**src/rtl/stepper_axis_ctrl_if.sv**
```systemverilog
// Move-command interface between the move sequencer and the stepper axis
// controller.
//   master : sequencer side, drives start/steps/dir_in/period/abort and
//            observes busy/done/steps_left
//   slave  : controller side, the mirror image
interface stepper_axis_ctrl_if #(
  parameter int STEP_W   = 16,
  parameter int PERIOD_W = 16
);
  logic                start;
  logic [STEP_W-1:0]   steps;
  logic                dir_in;
  logic [PERIOD_W-1:0] period;
  logic                abort;
  logic                busy;
  logic                done;
  logic [STEP_W-1:0]   steps_left;

  modport master (
    output start, steps, dir_in, period, abort,
    input  busy, done, steps_left
  );

  modport slave (
    input  start, steps, dir_in, period, abort,
    output busy, done, steps_left
  );
endinterface

```
**src/rtl/stepper_axis_ctrl.sv**
```systemverilog
// Single-axis stepper pulse generator driving the STEP/DIR pins of an
// external driver IC.
//   clock    : system clock, rising edge
//   reset_n  : asynchronous active-low reset
//   cmd      : move command interface (start/steps/dir_in/period/abort in,
//              busy/done/steps_left out)
//   step_out : STEP pin, registered
//   dir_out  : DIR pin, registered, holds its value between moves
//
// state    | meaning
// IDLE     | waiting for start; dir_out and steps_left hold
// SETUP    | dir_out settled, waiting DIR_SETUP_CYCLES before first step
// PULSE_HI | step_out high for PULSE_CYCLES
// PULSE_LO | step_out low for eff - PULSE_CYCLES
module stepper_axis_ctrl #(
  parameter int STEP_W           = 16,
  parameter int PERIOD_W         = 16,
  parameter int PULSE_CYCLES     = 2,
  parameter int DIR_SETUP_CYCLES = 4
) (
  input  logic                 clock,
  input  logic                 reset_n,
  stepper_axis_ctrl_if.slave   cmd,
  output logic                 step_out,
  output logic                 dir_out
);

  localparam int CW_SETUP = $clog2(DIR_SETUP_CYCLES + 1);
  localparam int CW_PULSE = $clog2(PULSE_CYCLES + 1);
  localparam int CW_A     = (CW_SETUP > CW_PULSE) ? CW_SETUP : CW_PULSE;
  localparam int CNT_W    = (CW_A > PERIOD_W) ? CW_A : PERIOD_W;

  localparam logic [CNT_W-1:0]    SETUP_LOAD = CNT_W'(DIR_SETUP_CYCLES - 1);
  localparam logic [CNT_W-1:0]    HI_LOAD    = CNT_W'(PULSE_CYCLES - 1);
  localparam logic [PERIOD_W-1:0] MIN_EFF    = PERIOD_W'(PULSE_CYCLES + 1);

  typedef enum logic [1:0] {IDLE, SETUP, PULSE_HI, PULSE_LO} state_t;

  state_t              state, state_n;
  logic [CNT_W-1:0]    cnt, cnt_n;
  logic [PERIOD_W-1:0] eff, eff_n;
  logic                abort_pend, abort_pend_n;
  logic                step_n, dir_n, busy, busy_n, done, done_n;
  logic [STEP_W-1:0]   left, left_n;
  logic [PERIOD_W-1:0] eff_calc;

  // Period must leave at least one low clock after the high pulse.
  assign eff_calc = (cmd.period < MIN_EFF) ? MIN_EFF : cmd.period;

  assign cmd.busy       = busy;
  assign cmd.done       = done;
  assign cmd.steps_left = left;

  always_ff @(posedge clock or negedge reset_n) begin
    if (!reset_n) begin
      state      <= IDLE;
      cnt        <= '0;
      eff        <= '0;
      abort_pend <= 1'b0;
      step_out   <= 1'b0;
      dir_out    <= 1'b0;
      busy       <= 1'b0;
      done       <= 1'b0;
      left       <= '0;
    end else begin
      state      <= state_n;
      cnt        <= cnt_n;
      eff        <= eff_n;
      abort_pend <= abort_pend_n;
      step_out   <= step_n;
      dir_out    <= dir_n;
      busy       <= busy_n;
      done       <= done_n;
      left       <= left_n;
    end
  end

  always_comb begin
    state_n      = state;
    cnt_n        = (cnt != '0) ? cnt - CNT_W'(1) : cnt;
    eff_n        = eff;
    abort_pend_n = abort_pend;
    step_n       = step_out;
    dir_n        = dir_out;
    busy_n       = busy;
    done_n       = 1'b0;
    left_n       = left;

    unique case (state)
      IDLE: begin
        if (cmd.start && !cmd.abort) begin
          left_n = cmd.steps;
          eff_n  = eff_calc;
          if (cmd.steps == '0) begin
            done_n = 1'b1;
          end else begin
            busy_n  = 1'b1;
            dir_n   = cmd.dir_in;
            cnt_n   = SETUP_LOAD;
            state_n = SETUP;
          end
        end
      end
      SETUP: begin
        if (cmd.abort) begin
          busy_n  = 1'b0;
          done_n  = 1'b1;
          state_n = IDLE;
        end else if (cnt == '0) begin
          step_n       = 1'b1;
          cnt_n        = HI_LOAD;
          abort_pend_n = 1'b0;
          state_n      = PULSE_HI;
        end
      end
      PULSE_HI: begin
        // An abort during the high time is remembered so the pulse still
        // finishes at full width and is counted.
        if (cmd.abort) abort_pend_n = 1'b1;
        if (cnt == '0) begin
          step_n = 1'b0;
          if (left != '0) left_n = left - STEP_W'(1);
          if (cmd.abort || abort_pend) begin
            busy_n  = 1'b0;
            done_n  = 1'b1;
            state_n = IDLE;
          end else begin
            cnt_n   = CNT_W'(eff - MIN_EFF);
            state_n = PULSE_LO;
          end
        end
      end
      PULSE_LO: begin
        if (cmd.abort || (cnt == '0 && left == '0)) begin
          busy_n  = 1'b0;
          done_n  = 1'b1;
          state_n = IDLE;
        end else if (cnt == '0) begin
          step_n       = 1'b1;
          cnt_n        = HI_LOAD;
          abort_pend_n = 1'b0;
          state_n      = PULSE_HI;
        end
      end
      default: state_n = IDLE;
    endcase
  end

endmodule

```
**src/flat_wrapper.sv**
```systemverilog
// flat-port wrapper written by rule: the top's interface ports become plain ports
module stepper_axis_ctrl_flat 
#(
  parameter int STEP_W           = 16,
  parameter int PERIOD_W         = 16,
  parameter int PULSE_CYCLES     = 2,
  parameter int DIR_SETUP_CYCLES = 4
)
  (clock, reset_n, step_out, dir_out, cmd_start, cmd_steps, cmd_dir_in, cmd_period, cmd_abort, cmd_busy, cmd_done, cmd_steps_left);
  stepper_axis_ctrl_if #(.STEP_W(STEP_W), .PERIOD_W(PERIOD_W)) cmd_i ();
  input  logic clock;
  input  logic reset_n;
  output logic step_out;
  output logic dir_out;
  input wire logic [$bits(cmd_i.start)-1:0] cmd_start;
  input wire logic [$bits(cmd_i.steps)-1:0] cmd_steps;
  input wire logic [$bits(cmd_i.dir_in)-1:0] cmd_dir_in;
  input wire logic [$bits(cmd_i.period)-1:0] cmd_period;
  input wire logic [$bits(cmd_i.abort)-1:0] cmd_abort;
  output wire logic [$bits(cmd_i.busy)-1:0] cmd_busy;
  output wire logic [$bits(cmd_i.done)-1:0] cmd_done;
  output wire logic [$bits(cmd_i.steps_left)-1:0] cmd_steps_left;
  assign cmd_i.start = cmd_start;
  assign cmd_i.steps = cmd_steps;
  assign cmd_i.dir_in = cmd_dir_in;
  assign cmd_i.period = cmd_period;
  assign cmd_i.abort = cmd_abort;
  assign cmd_busy = cmd_i.busy;
  assign cmd_done = cmd_i.done;
  assign cmd_steps_left = cmd_i.steps_left;
  stepper_axis_ctrl #(.STEP_W(STEP_W), .PERIOD_W(PERIOD_W), .PULSE_CYCLES(PULSE_CYCLES), .DIR_SETUP_CYCLES(DIR_SETUP_CYCLES)) u_core (.clock(clock), .reset_n(reset_n), .cmd(cmd_i), .step_out(step_out), .dir_out(dir_out));
endmodule
```
**config.mk**
```make
export PLATFORM = sky130hd
export DESIGN_NAME = stepper_axis_ctrl_flat
export DESIGN_NICKNAME = d
export VERILOG_FILES = /design/src/rtl/stepper_axis_ctrl_if.sv /design/src/rtl/stepper_axis_ctrl.sv /design/src/flat_wrapper.sv
export SDC_FILE = /design/constraint.sdc
export NUM_CORES = 1
export LEC_CHECK = 0
export ABC_AREA = 1
export CORE_UTILIZATION = 59
export CTS_CLUSTER_DIAMETER = 50
export DETAILED_ROUTE_END_ITERATION = 8
export GPL_ROUTABILITY_DRIVEN = 0
export PLACE_DENSITY = 0.88
export SKIP_LAST_GASP = 1
export SLEW_MARGIN = 10
export SYNTH_ARGS = -nofsm -noshare
export SYNTH_HDL_FRONTEND = slang
export SYNTH_SLANG_ARGS = --single-unit
```
**constraint.sdc**
```tcl
create_clock -name clock -period 3.8 [get_ports clock]
set_input_delay 0.76 -clock clock [delete_from_list [all_inputs] [get_ports clock]]
set_output_delay 0.76 -clock clock [all_outputs]
set_load 0.01 [all_outputs]
```
; Yosys cells after proc, flatten, opt, wreduce, memory -nomap -nowiden
; Cells that the tools add are included.
[op_classes]
reduce_logical = 20
n_addsub = 3
bitwise_logic = 1
muxes = 46
n_eq_ne = 13
n_lt_le_gt_ge = 1
[op_table]
columns = operator, count
row1 = $mux 16, 12
row2 = $pmux 16 s4, 1
row3 = $logic_not 16->1, 3
row4 = $pmux 16 s2, 1
row5 = $reduce_bool 16->1, 2
row6 = $sub 16x1->16 const B, 2
row7 = $mux 1, 20
row8 = $lt 16x2->1 const B, 1
row9 = $sub 16x2->16 const B, 1
row10 = $mux 2, 7
row11 = $reduce_and 4->1, 3
row12 = $ne 2x1->1 const B, 5
row13 = $ne 2x2->1 const B, 5
row14 = $pmux 1 s4, 2
row15 = $pmux 2 s4, 1
row16 = $pmux 1 s3, 2
row17 = $reduce_and 3->1, 2
row18 = $reduce_and 6->1, 1
row19 = $eq 2x2->1 const B, 2
row20 = $reduce_bool 3->1, 1
row21 = $eq 2x1->1 const B, 1
row22 = $logic_and 1x1->1, 2
row23 = $logic_not 2->1, 1
row24 = $logic_or 1x1->1, 2
row25 = 4 further kinds, 4
[word_totals]
out_inout_bits = 20
word_cells = 93
ff_bits = 55

; Depth between registers and ports, before layout
; Gate-level depths: netlist of the first run.
[depth]
ltp_word = 5
depth_mapped = 12
ltp_nobuf = 12

; Worst setup path after synthesis of the first run
; Ideal clock, no wire load.
[synth_timing]
kind = reg-to-reg
startpoint = register u_core.cnt[0]
endpoint = register u_core.cnt[0]
setup_time_ns = 0.132
period_less_slack_ns = 1.880
setup_slack_ns = 1.920
arrival_ns = 1.748
path_stages_with_launch = 11
path_buffers = 0
path_cell_list = dfrtp_1 inv_1 ha_1 nand2_1 nor2_1 nand2_2 ha_1 o21ai_0 nand2_1 o211ai_1 nand4_1
[synth_between]
elab_chain_len = 5
word_cells_on_any_way = 14
classes_between = 1 x add/sub / 9 x mux / 4 x reduce/logical
[synth_lines]
columns = item, line
row1 = start: declaration, stepper_axis_ctrl.sv:40  ; logic [CNT_W-1:0] cnt, cnt_n;
row2 = start signal: assignment, stepper_axis_ctrl.sv:67  ; cnt <= cnt_n;
row3 = "$sub 16x1->16, or another cell as far along", stepper_axis_ctrl.sv:80  ; cnt_n = (cnt != '0) ? cnt - CNT_W'(1) : cnt;
row4 = $mux 16 or $logic_and 1x1->1 (tied branches), "stepper_axis_ctrl.sv:80, stepper_axis_ctrl.sv:134"
row5 = "$mux 16, or another cell as far along", "stepper_axis_ctrl.sv:109, stepper_axis_ctrl.sv:138"
row6 = $mux 16 (on tied branches), n/a
row7 = $pmux 16 s4 (*), stepper_axis_ctrl.sv:89  ; unique case (state)
row8 = named net u_core.cnt_n[0], stepper_axis_ctrl.sv:40
; Mark *: on every way through the listed nets, which the timed path passes. The rest lies on a longest branch.
; A chain may end at the register's enable or synchronous reset.

; Worst setup path after layout of the first run
[layout_timing]
startpoint = input cmd_abort
endpoint = register u_core.left[6] (netlist: u_core.cmd.steps_left[6])
[layout_between]
elab_chain_len = 4
[layout_lines]
columns = item, line
row1 = start: declaration, flat_wrapper.sv:19  ; input wire logic [$bits(cmd_i.abort)-1:0] cmd_abort;
row2 = $logic_not 1->1, stepper_axis_ctrl.sv:91  ; if (cmd.start && !cmd.abort) begin
row3 = $logic_and 1x1->1, stepper_axis_ctrl.sv:91
row4 = $ne 2x1->1 (no source line), n/a
row5 = $reduce_and 4->1 (no source line), n/a
row6 = end signal: assignment, stepper_axis_ctrl.sv:74  ; left <= left_n;
row7 = end: declaration, stepper_axis_ctrl.sv:44  ; logic [STEP_W-1:0] left, left_n;
; Every way passes these cells.

==> impl_metrics.py, run 1 <==
metrics = {
    "run_status": {
        "outcome": "complete, no violations",
    },
    "cells_and_area": {
        "nets": 671,
        "layout_common_cells": "nand2_1, nor2_1, clkdlybuf4s50_1, dfrtp_1, inv_1",
        "drive_above_1_share_pct": 5.08,
        "diodes": 0,
        "num-fill-cells": 501,
        "syn2layout_area_growth_pct": 18.3,
        "final_common_cell": "nand2_1",
    },
    "clock_network": {
        "cts_sinks": 55,
        "holdBufCountCts": 0,
        "cts_setup_buffers": 0,
        "post_cts_resized": 0,
        "path_clk_slew_ps": 100,
        "cts_max_level": 2,
        "clk_latency_ps": 310,
        "cts_made_buffers": 5,
        "clk_path_buf_depth": 2,
        "cts_tree": "built",
        "root_buffer": "clkbuf_8",
    },
    "timing": {
        "fmax_mhz": 389,
        "finalMaxSlewViolations": 0,
        "fin_tns_setup_ps": 0,
        "post-route-period-util_pct": 67.6,
        "fin_crit_ps": 2570,
        "worstMarginPinSlew_ps": 709,
        "max_slew_margin_pct": 52.7,
        "finalHoldViolCount": 0,
        "setup_viol": 0,
        "worst_slack_ps": 1230,
        "rsz0062_at_grt": "false",
        "finClkSkew_ps": 11.4,
    },
    "flow_run": {
        "maxCapViolations": 0,
    },
    "die": {
        "die-area_um2": 6800,
        "rows": 28,
        "coreArea_um2": 6100,
        "die_h_um": 82.4,
        "start_util_pct": 62.6,
        "ios": 57,
        "die_w_um": 82.4,
    },
    "setup_path": {
        "worstPathMaxFanout": 27,
        "cp-start-kind": "primary input",
        "cpMaxStageDelayCell": "clkdlybuf4s50_1",
        "r2r-start": "u_core.state[1]$_DFFE_PN0P_",
        "required_ps": 4010,
        "worstPathArrival_ps": 2780,
        "r2r_cells": 6,
        "slowest_delay_ps": 480,
        "endpoint_kind": "flop",
        "r2r-end": "u_core.cnt[1]$_DFF_PN0_",
        "crit_path_cell_trace": "clkdlybuf4s50_1 > inv_1 > nand2_1 > nor2_8 > inv_4 > nand2_2 > nand2_4 > inv_4 > o21ai_0 > nand2_1 > nand2_1",
        "timing.critical_path.mode_cell": "nand2_1",
        "worstSetupPathType": "in2reg",
        "r2r_slack_ps": 1360,
    },
    "routing": {
        "num_vias": 4024,
        "drt-total-wl_mm": 9.88,
        "drtIter0Drc": 386,
        "firstDrtPassIters": 5,
        "ant_nets": 0,
        "viasPerCell": 5.71,
        "wl_per_cell_um": 14.0,
        "drc": 0,
    },
    "global_route": {
        "grt_pass1_vias": 3553,
        "grt_max_degree": 30,
        "grt_pass1_wl_mm": 16.2,
        "antenna_found_initial": 0,
        "globalRouteTotalUtil_pct": 31.3,
        "overflow": 0,
    },
    "yosys": {
        "synth_area_um2": 3820,
        "synth_edf_count": 0,
        "yosysTopAreaCell": "dfrtp_1",
        "synth_top_cell_area_share_pct": 36.1,
        "async_flop_share_pct": 100,
        "ys_types": 41,
        "syn_area_per_cell_um2": 6.64,
        "synthFlopType": "dfrtp_1",
        "syn-instance-count": 575,
        "ys_ff_latch": 55,
        "syn_nets": 617,
        "synth_area_leaders": "dfrtp_1, nand2_1, nor2_1, nand3_1, inv_1",
        "ys_seq_area_share_pct": 36.1,
        "yosysWarnings": 0,
    },
    "power_and_ir_drop": {
        "p_sw_share_pct": 31.9,
        "power_frac_comb_pct": 23.8,
        "powerDensity_nw_per_um2": 316,
        "p_seq_share_pct": 51.1,
        "peakVddDrop_mv": 0.353,
        "p_int_uw": 971,
        "switching_power_uw": 454,
        "leakage_nw": 2.13,
        "p_clk_share_pct": 25.1,
    },
    "placement": {
        "hpwl_mm": 7.63,
        "place.port_buffers": 56,
        "dp_slack_ps": 967,
    },
    "hold_path": {
        "hold_path.class": "in2async",
    },
}
synthesized netlist by cell type (2+ instances only):
| cell type | number |
|---|---|
| nor2_2 | 5 |
| o21ai_0 | 35 |
| a21oi_1 | 11 |
| buf_6 | 3 |
| nor4_1 | 4 |
| o31ai_1 | 2 |
| nor2_4 | 2 |
| o211ai_1 | 3 |
| inv_1 | 51 |
| xor2_1 | 10 |
| clkbuf_1 | 4 |
| nand2_1 | 174 |
| dfrtp_1 | 55 |
| nor3_1 | 7 |
| nand4_1 | 7 |
| nor2_1 | 106 |
| buf_2 | 3 |
| ha_1 | 5 |
| o21ai_1 | 10 |
| nand3_1 | 42 |
| xnor2_1 | 11 |
| nand2_2 | 5 |
| inv_4 | 2 |
per-layer routing:
| layer | track usage [%] | up-vias | share of wire (%) |
|---|---|---|---|
| met1 | 42.0 | 1866 | 44 |
| met3 | 6.59 | 34 | 8.2 |
| met5 | 0 | - | 0 |
| met4 | 8.07 | 0 | 1.8 |
| li1 | - | 1940 | - |
| met2 | 51.3 | 184 | 46 |
worst max-delay path by stage:
stage	start	to	slack [ps]	depth (start not counted)
after CTS	cmd_abort	u_core.cmd.steps_left[6]$_DFFE_PN0P_	1280	11
after global routing	cmd_abort	u_core.cmd.steps_left[9]$_DFFE_PN0P_	1070	10
after global placement	cmd_abort	u_core.cmd.steps_left[6]$_DFFE_PN0P_	1060	11
after detailed placement	cmd_abort	u_core.cmd.steps_left[6]$_DFFE_PN0P_	970	11
after floorplan	u_core.cnt[0]$_DFF_PN0_	u_core.cnt[0]$_DFF_PN0_	1920	10
final	cmd_abort	u_core.cmd.steps_left[6]$_DFFE_PN0P_	1230	11
power by group through the flow:
| stage | Sequential, mW | Combinational (mW) | Clock [mW] |
|---|---|---|---|
| floorplan | 0.720 | 0.227 | 0 |
| global placement | 0.734 | 0.317 | 0 |
| detailed placement | 0.737 | 0.333 | 0 |
| CTS | 0.726 | 0.336 | 0.362 |
| global route | 0.737 | 0.382 | 0.383 |
| finish | 0.728 | 0.339 | 0.358 |
area by class of cell:
class	instances	area [µm²]	share of cell area, %
clock buffer	7	96.3	2.13
clock inverter	1	7.51	0.166
inverter	55	211	4.68
multi-input combinational	454	2160	47.8
sequential	55	1380	30.5
tap	75	93.8	2.08
timing repair buffer	58	571	12.6
per-stage QoR:
step	util [%]	instances	power, mW	hold WS (ps)	instance area, µm²
2_1_floorplan	-	575	0.947	464	3820
3_3_place_gp	72.4	697	1.05	474	4410
4_1_cts	74.1	705	1.42	450	4510
3_5_place_dp	72.4	697	1.07	490	4410
5_1_grt	74.1	705	1.50	478	4510
6_report	74.1	705	1.43	433	4510
state kept, by name, summed over array words and instances, names as in the netlist:
register	flops
u_core.abort_pend	1
u_core.cmd.busy	1
u_core.cnt	16
u_core.cmd.steps_left	16
u_core.eff	16
u_core.step_out	1
u_core.dir_out	1
u_core.state	2
u_core.cmd.done	1
critical path: cells and delay by family:
family,cells,cell delay (ps)
buffers and inverters,4,980
AND/OR/NAND/NOR,6,910
AO/OA/AOI/OAI,1,120
cell families (layout without fill, tap and decap cells):
kind of cell | after synthesis | after routing | share of synthesized area, %
compound gates | 70 | 70 | 10.3
mux | 1 | 1 | 0.295
simple gates | 357 | 357 | 39.5
xor+xnor | 21 | 21 | 4.82
fa+ha+maj | 5 | 5 | 1.64
buf+inv | 66 | 121 | 7.41
flops | 55 | 55 | 36.1
Note: power is estimated with default switching activity, not from simulation.
==> inputs of run 2 (changes only) <==
- CORE_UTILIZATION: 59 -> 50
- PLACE_DENSITY: 0.88 -> 0.8
- clock period: 3.8 -> 2.05 ns (I/O delays scaled with it)
==> impl_metrics.py, run 2 (synthesis gave the netlist of run 1 again) <==
metrics = {
    "setup_path": {
        "cp-start-kind": "flop",
        "worstPathArrival_ps": 2150,
        "worstPathMaxFanout": 3,
        "r2r_cells": 10,
        "r2r_slack_ps": 90,
        "endpoint_kind": "flop",
        "r2r-end": "u_core.cnt[0]$_DFF_PN0_",
        "worstSetupPathType": "reg2reg",
        "path_buf_inv": 1,
        "r2r-start": "u_core.cnt[0]$_DFF_PN0_",
        "path_delay_family": "adder cells",
        "required_ps": 2240,
        "cpMaxStageDelayCell": "dfrtp_1",
        "slowest_delay_ps": 420,
        "crit_path_cell_trace": "inv_1 > ha_1 > nand2_1 > nor2_2 > nand2_2 > ha_1 > o21ai_0 > nand2_1 > o211ai_1 > nand4_1",
    },
    "routing": {
        "drc": 0,
        "firstDrtPassIters": 5,
        "num_vias": 4001,
        "viasPerCell": 5.37,
        "drtIter0Drc": 330,
        "wl_per_cell_um": 13.5,
        "drt-total-wl_mm": 10.1,
        "ant_nets": 0,
    },
    "die": {
        "die_h_um": 89.4,
        "start_util_pct": 52.1,
        "die_w_um": 89.4,
        "rows": 31,
        "die-area_um2": 7990,
        "ios": 57,
        "coreArea_um2": 7330,
    },
    "clock_network": {
        "clk_path_buf_depth": 2,
        "cts_tree": "built",
        "clk_latency_ps": 320,
        "cts_max_level": 2,
        "holdBufCountCts": 0,
        "path_clk_slew_ps": 100,
        "root_buffer": "clkbuf_8",
        "cts_sinks": 55,
        "cts_made_buffers": 5,
    },
    "global_route": {
        "grt_max_degree": 36,
        "antenna_found_initial": 0,
        "overflow": 0,
        "globalRouteTotalUtil_pct": 26.4,
        "grt_pass1_vias": 3583,
        "grt_pass1_wl_mm": 16.4,
    },
    "cells_and_area": {
        "layout_common_cells": "nand2_1, nor2_1, clkdlybuf4s50_1, dfrtp_1, inv_1",
        "utilization_pct": 64.6,
        "drive_above_1_share_pct": 7.89,
        "nets": 687,
        "diodes": 0,
        "final_common_cell": "nand2_1",
        "syn2layout_area_growth_pct": 24.1,
    },
    "timing": {
        "max_slew_margin_pct": 63.8,
        "finClkSkew_ps": 12.1,
        "finalHoldViolCount": 0,
        "post-route-period-util_pct": 95.4,
        "rsz0062_at_grt": "true",
        "fmax_mhz": 511,
        "finalMaxSlewViolations": 0,
        "timing.hold.ws_ps": 48.8,
        "fin_crit_ps": 1960,
        "setup_viol": 0,
        "worstMarginPinSlew_ps": 538,
    },
    "power_and_ir_drop": {
        "powerDensity_nw_per_um2": 585,
        "leakage_nw": 2.22,
        "peakVddDrop_mv": 0.314,
    },
    "placement": {
        "place.port_buffers": 56,
        "hpwl_mm": 7.82,
    },
    "flow_run": {
        "maxCapViolations": 0,
    },
    "run_status": {
        "outcome": "complete, no violations",
    },
    "hold_path": {
        "hold_path.class": "in2async",
    },
}
run 2: changes by cell type in the layout (fill, tap and decap cells not counted), sizes merged:
cell | previous run | this run
bufinv | 0 | 1
buf | 3 | 19
clkbuf | 7 | 5
clkinv | 1 | 3
clkinvlp | 1 | 0
run 2: repair_timing:
action / CTS / global route
buffers inserted: 0 / 1
setup endpoints to repair: 0 / 16
resized for setup: 0 / 9
run 2: worst reg2reg max path, stage by stage, from the launching register on:
cell and delay (ps):
dfrtp_1 420, inv_1 100, ha_1 190, nand2_1 90, nor2_2 160, nand2_2 80
ha_1 340, o21ai_0 190, nand2_1 70, o211ai_1 70, nand4_1 120
run 2: worst max-delay path by stage:
stage,slack [ps],cells past startpoint,startpoint,endpoint
after global placement,50,11,cmd_abort,u_core.cmd.steps_left[5]$_DFFE_PN0P_
after CTS,60,10,u_core.cnt[0]$_DFF_PN0_,u_core.cnt[0]$_DFF_PN0_
after global routing,-70,10,u_core.cnt[0]$_DFF_PN0_,u_core.cnt[0]$_DFF_PN0_
after detailed placement,10,10,cmd_abort,u_core.cmd.steps_left[9]$_DFFE_PN0P_
after floorplan,170,10,u_core.cnt[0]$_DFF_PN0_,u_core.cnt[0]$_DFF_PN0_
final,90,10,u_core.cnt[0]$_DFF_PN0_,u_core.cnt[0]$_DFF_PN0_
run 2: where the power goes:
group | switching [mW] | total, mW | internal, mW
combinational | 0.378 | 0.675 | 0.297
sequential | 0.135 | 1.35 | 1.21
clock | 0.380 | 0.751 | 0.371
total | 0.893 | 2.77 | 1.88
run 2: cell type report:
class / instances / area, µm²
fill: 640 / 2590
clock buffer: 5 / 68.8
multi-input combinational: 454 / 2180
inverter: 55 / 221
sequential: 55 / 1380
clock inverter: 3 / 47.5
tap: 99 / 124
timing repair buffer: 74 / 716
run 2: metrics by stage:
stage                     area [µm²]  setup TNS, ps  power (mW)  setup slack, ps  std cells
after floorplan                 3820              0        1.76              170        575
final                           4740              0        2.77             94.6        745
after CTS                       4690              0        2.75             64.8        744
after detailed placement        4580              0        2.01             10.0        736
after global routing            4740          -78.4        2.93            -66.5        745
after global placement          4580              0        1.98             50.9        736
run 2: layer usage:
layer,GRT usage (%),vias up,part of all wire [%]
met5,0,-,0
li1,-,1978,-
met2,40.7,179,45
met4,9.96,0,2.0
met1,37.8,1824,46
met3,3.42,20,6.7
==> inputs of run 3 (changes only) <==
- CAP_MARGIN: not set -> 30
- CORE_UTILIZATION: 50 -> 55
- clock period: 2.05 -> 1.8 ns (I/O delays scaled with it)
==> impl_metrics.py, run 3 (synthesis gave the netlist of run 1 again) <==
metrics = {
    "timing": {
        "worstMarginPinSlew_ps": 427,
        "finClkSkew_ps": 7.51,
        "setup_viol": 0,
        "post-route-period-util_pct": 96.1,
        "rsz0062_at_grt": "true",
        "fmax_mhz": 578,
        "finalHoldViolCount": 0,
        "fin_tns_setup_ps": 0,
        "max_slew_margin_pct": 71.3,
        "fin_crit_ps": 1730,
        "finalMaxSlewViolations": 0,
        "timing.hold.ws_ps": 13.3,
    },
    "global_route": {
        "globalRouteTotalUtil_pct": 30.8,
        "antenna_found_initial": 0,
        "grt_max_degree": 56,
        "overflow": 0,
        "grt_pass1_wl_mm": 17.9,
        "grt_pass1_vias": 3926,
    },
    "setup_path": {
        "r2r-start": "u_core.cnt[11]$_DFF_PN0_",
        "endpoint": "u_core.cnt[0]$_DFF_PN0_",
        "path_depth": 9,
        "r2r_cells": 9,
        "crit_path_cell_trace": "nor2_2 > nand2_1 > nor2_4 > nand2_2 > ha_4 > o21ai_2 > nand2_1 > o211ai_1 > nand4_1",
        "cpMaxStageDelayCell": "dfrtp_1",
        "endpoint_kind": "flop",
        "r2r-end": "u_core.cnt[0]$_DFF_PN0_",
        "cp-start-kind": "flop",
        "required_ps": 2010,
        "crit_start": "u_core.cnt[11]$_DFF_PN0_",
        "path_buf_inv": 0,
        "worstPathMaxFanout": 3,
        "path_delay_family": "simple AND/OR/NAND/NOR gates",
        "slowest_delay_ps": 420,
        "worstPathArrival_ps": 1940,
        "worstSetupPathType": "reg2reg",
        "r2r_slack_ps": 70,
        "timing.critical_path.mode_cell": "nand2_1",
    },
    "power_and_ir_drop": {
        "powerDensity_nw_per_um2": 638,
        "switching_power_mw": 1.11,
        "leakage_nw": 2.44,
        "p_clk_share_pct": 22.1,
        "power_frac_comb_pct": 31.5,
        "peakVddDrop_mv": 0.407,
        "p_sw_share_pct": 34.1,
        "p_int_mw": 2.16,
        "p_seq_share_pct": 46.4,
        "power_mw": 3.27,
    },
    "cells_and_area": {
        "nets": 727,
        "layout_common_cells": "nand2_1, nor2_1, buf_4, dfrtp_1, clkdlybuf4s50_1",
        "diodes": 0,
        "num-fill-cells": 482,
        "register_area_um2": 1380,
        "multi_input_area_um2": 2340,
        "final_cell_area_um2": 5130,
        "drive_above_1_share_pct": 18.5,
        "syn2layout_area_growth_pct": 34.3,
        "final_common_cell": "nand2_1",
    },
    "routing": {
        "firstDrtPassIters": 5,
        "wl_per_cell_um": 14.0,
        "viasPerCell": 5.44,
        "drtIter0Drc": 272,
        "drt-total-wl_mm": 10.7,
        "drc": 0,
        "ant_nets": 0,
        "num_vias": 4154,
    },
    "flow_run": {
        "maxCapViolations": 0,
    },
    "clock_network": {
        "cts_tree": "built",
        "cts_max_level": 2,
        "cts_sinks": 55,
        "cts_made_buffers": 5,
        "root_buffer": "clkbuf_8",
        "clk_latency_ps": 320,
        "path_clk_slew_ps": 110,
        "clk_path_buf_depth": 2,
    },
    "run_status": {
        "outcome": "complete, no violations",
    },
    "die": {
        "die_w_um": 85.3,
        "coreArea_um2": 6530,
        "rows": 29,
        "die_h_um": 85.3,
        "start_util_pct": 58.4,
        "die-area_um2": 7280,
        "ios": 57,
    },
    "placement": {
        "hpwl_mm": 8.09,
        "place.port_buffers": 56,
        "place_area_um2": 4800,
    },
    "hold_path": {
        "hold_path.class": "in2async",
    },
}
## run 3: cell count changes in the layout (fill, tap and decap cells not counted), moves of 5 or more
cell / change
buf_4: +39
nor2_1: -15
nor2_2: +10
inv_1: -7
inv_2: +5
nand2_1: -5
nor2_4: +5
## run 3: metrics by stage
stage | util [%] | setup WS (ps) | std cells
after floorplan | - | 25.1 | 575
final | 78.5 | 70.0 | 763
after global placement | 73.5 | -82.9 | 746
after CTS | 75.0 | -6.40 | 754
after detailed placement | 73.5 | -109 | 746
after global routing | 78.5 | -20.0 | 763
## run 3: layout make-up
type | count | area share, %
timing repair buffer | 113 | 19.6
tap | 77 | 1.88
clock inverter | 3 | 0.464
clock buffer | 5 | 1.34
inverter | 55 | 4.27
sequential | 55 | 26.9
multi-input combinational | 455 | 45.6
## run 3: worst min-delay path by stage
stage / startpoint / slack (ps) / depth (start not counted) / endpoint
floorplan: reset_n / 60 / 0 / u_core.abort_pend$_DFFE_PN0P_
global placement: reset_n / 380 / 2 / u_core.cmd.steps_left[12]$_DFFE_PN0P_
detailed placement: reset_n / 380 / 2 / u_core.cmd.steps_left[12]$_DFFE_PN0P_
CTS: reset_n / 30 / 2 / u_core.cmd.steps_left[12]$_DFFE_PN0P_
global route: reset_n / 40 / 2 / u_core.cmd.steps_left[8]$_DFFE_PN0P_
finish: reset_n / 10 / 2 / u_core.cmd.steps_left[12]$_DFFE_PN0P_
## run 3: power by group through the flow
stage               Clock, mW  Sequential (mW)  Combinational, mW
global route            0.774             1.53               1.15
floorplan                   0             1.52              0.488
detailed placement          0             1.53              0.904
CTS                     0.733             1.51              0.913
finish                  0.722             1.52               1.03
global placement            0             1.53              0.887
## run 3: routing by layer
layer	up-vias	track usage (%)	wire length [µm]
met2	171	48.2	4950
met4	0	8.48	97
met5	-	0	0
met3	10	4.86	800
li1	2073	-	-
met1	1900	44.6	4820
## run 3: what timing repair did
item / 4_1_cts / 5_1_grt
endpoints found under the setup margin: 6 / 34
resized for setup: 4 / 49
hold buffers: 0 / 0
pin swaps: 1 / 4
cloned: 0 / 1
buffers inserted: 0 / 8
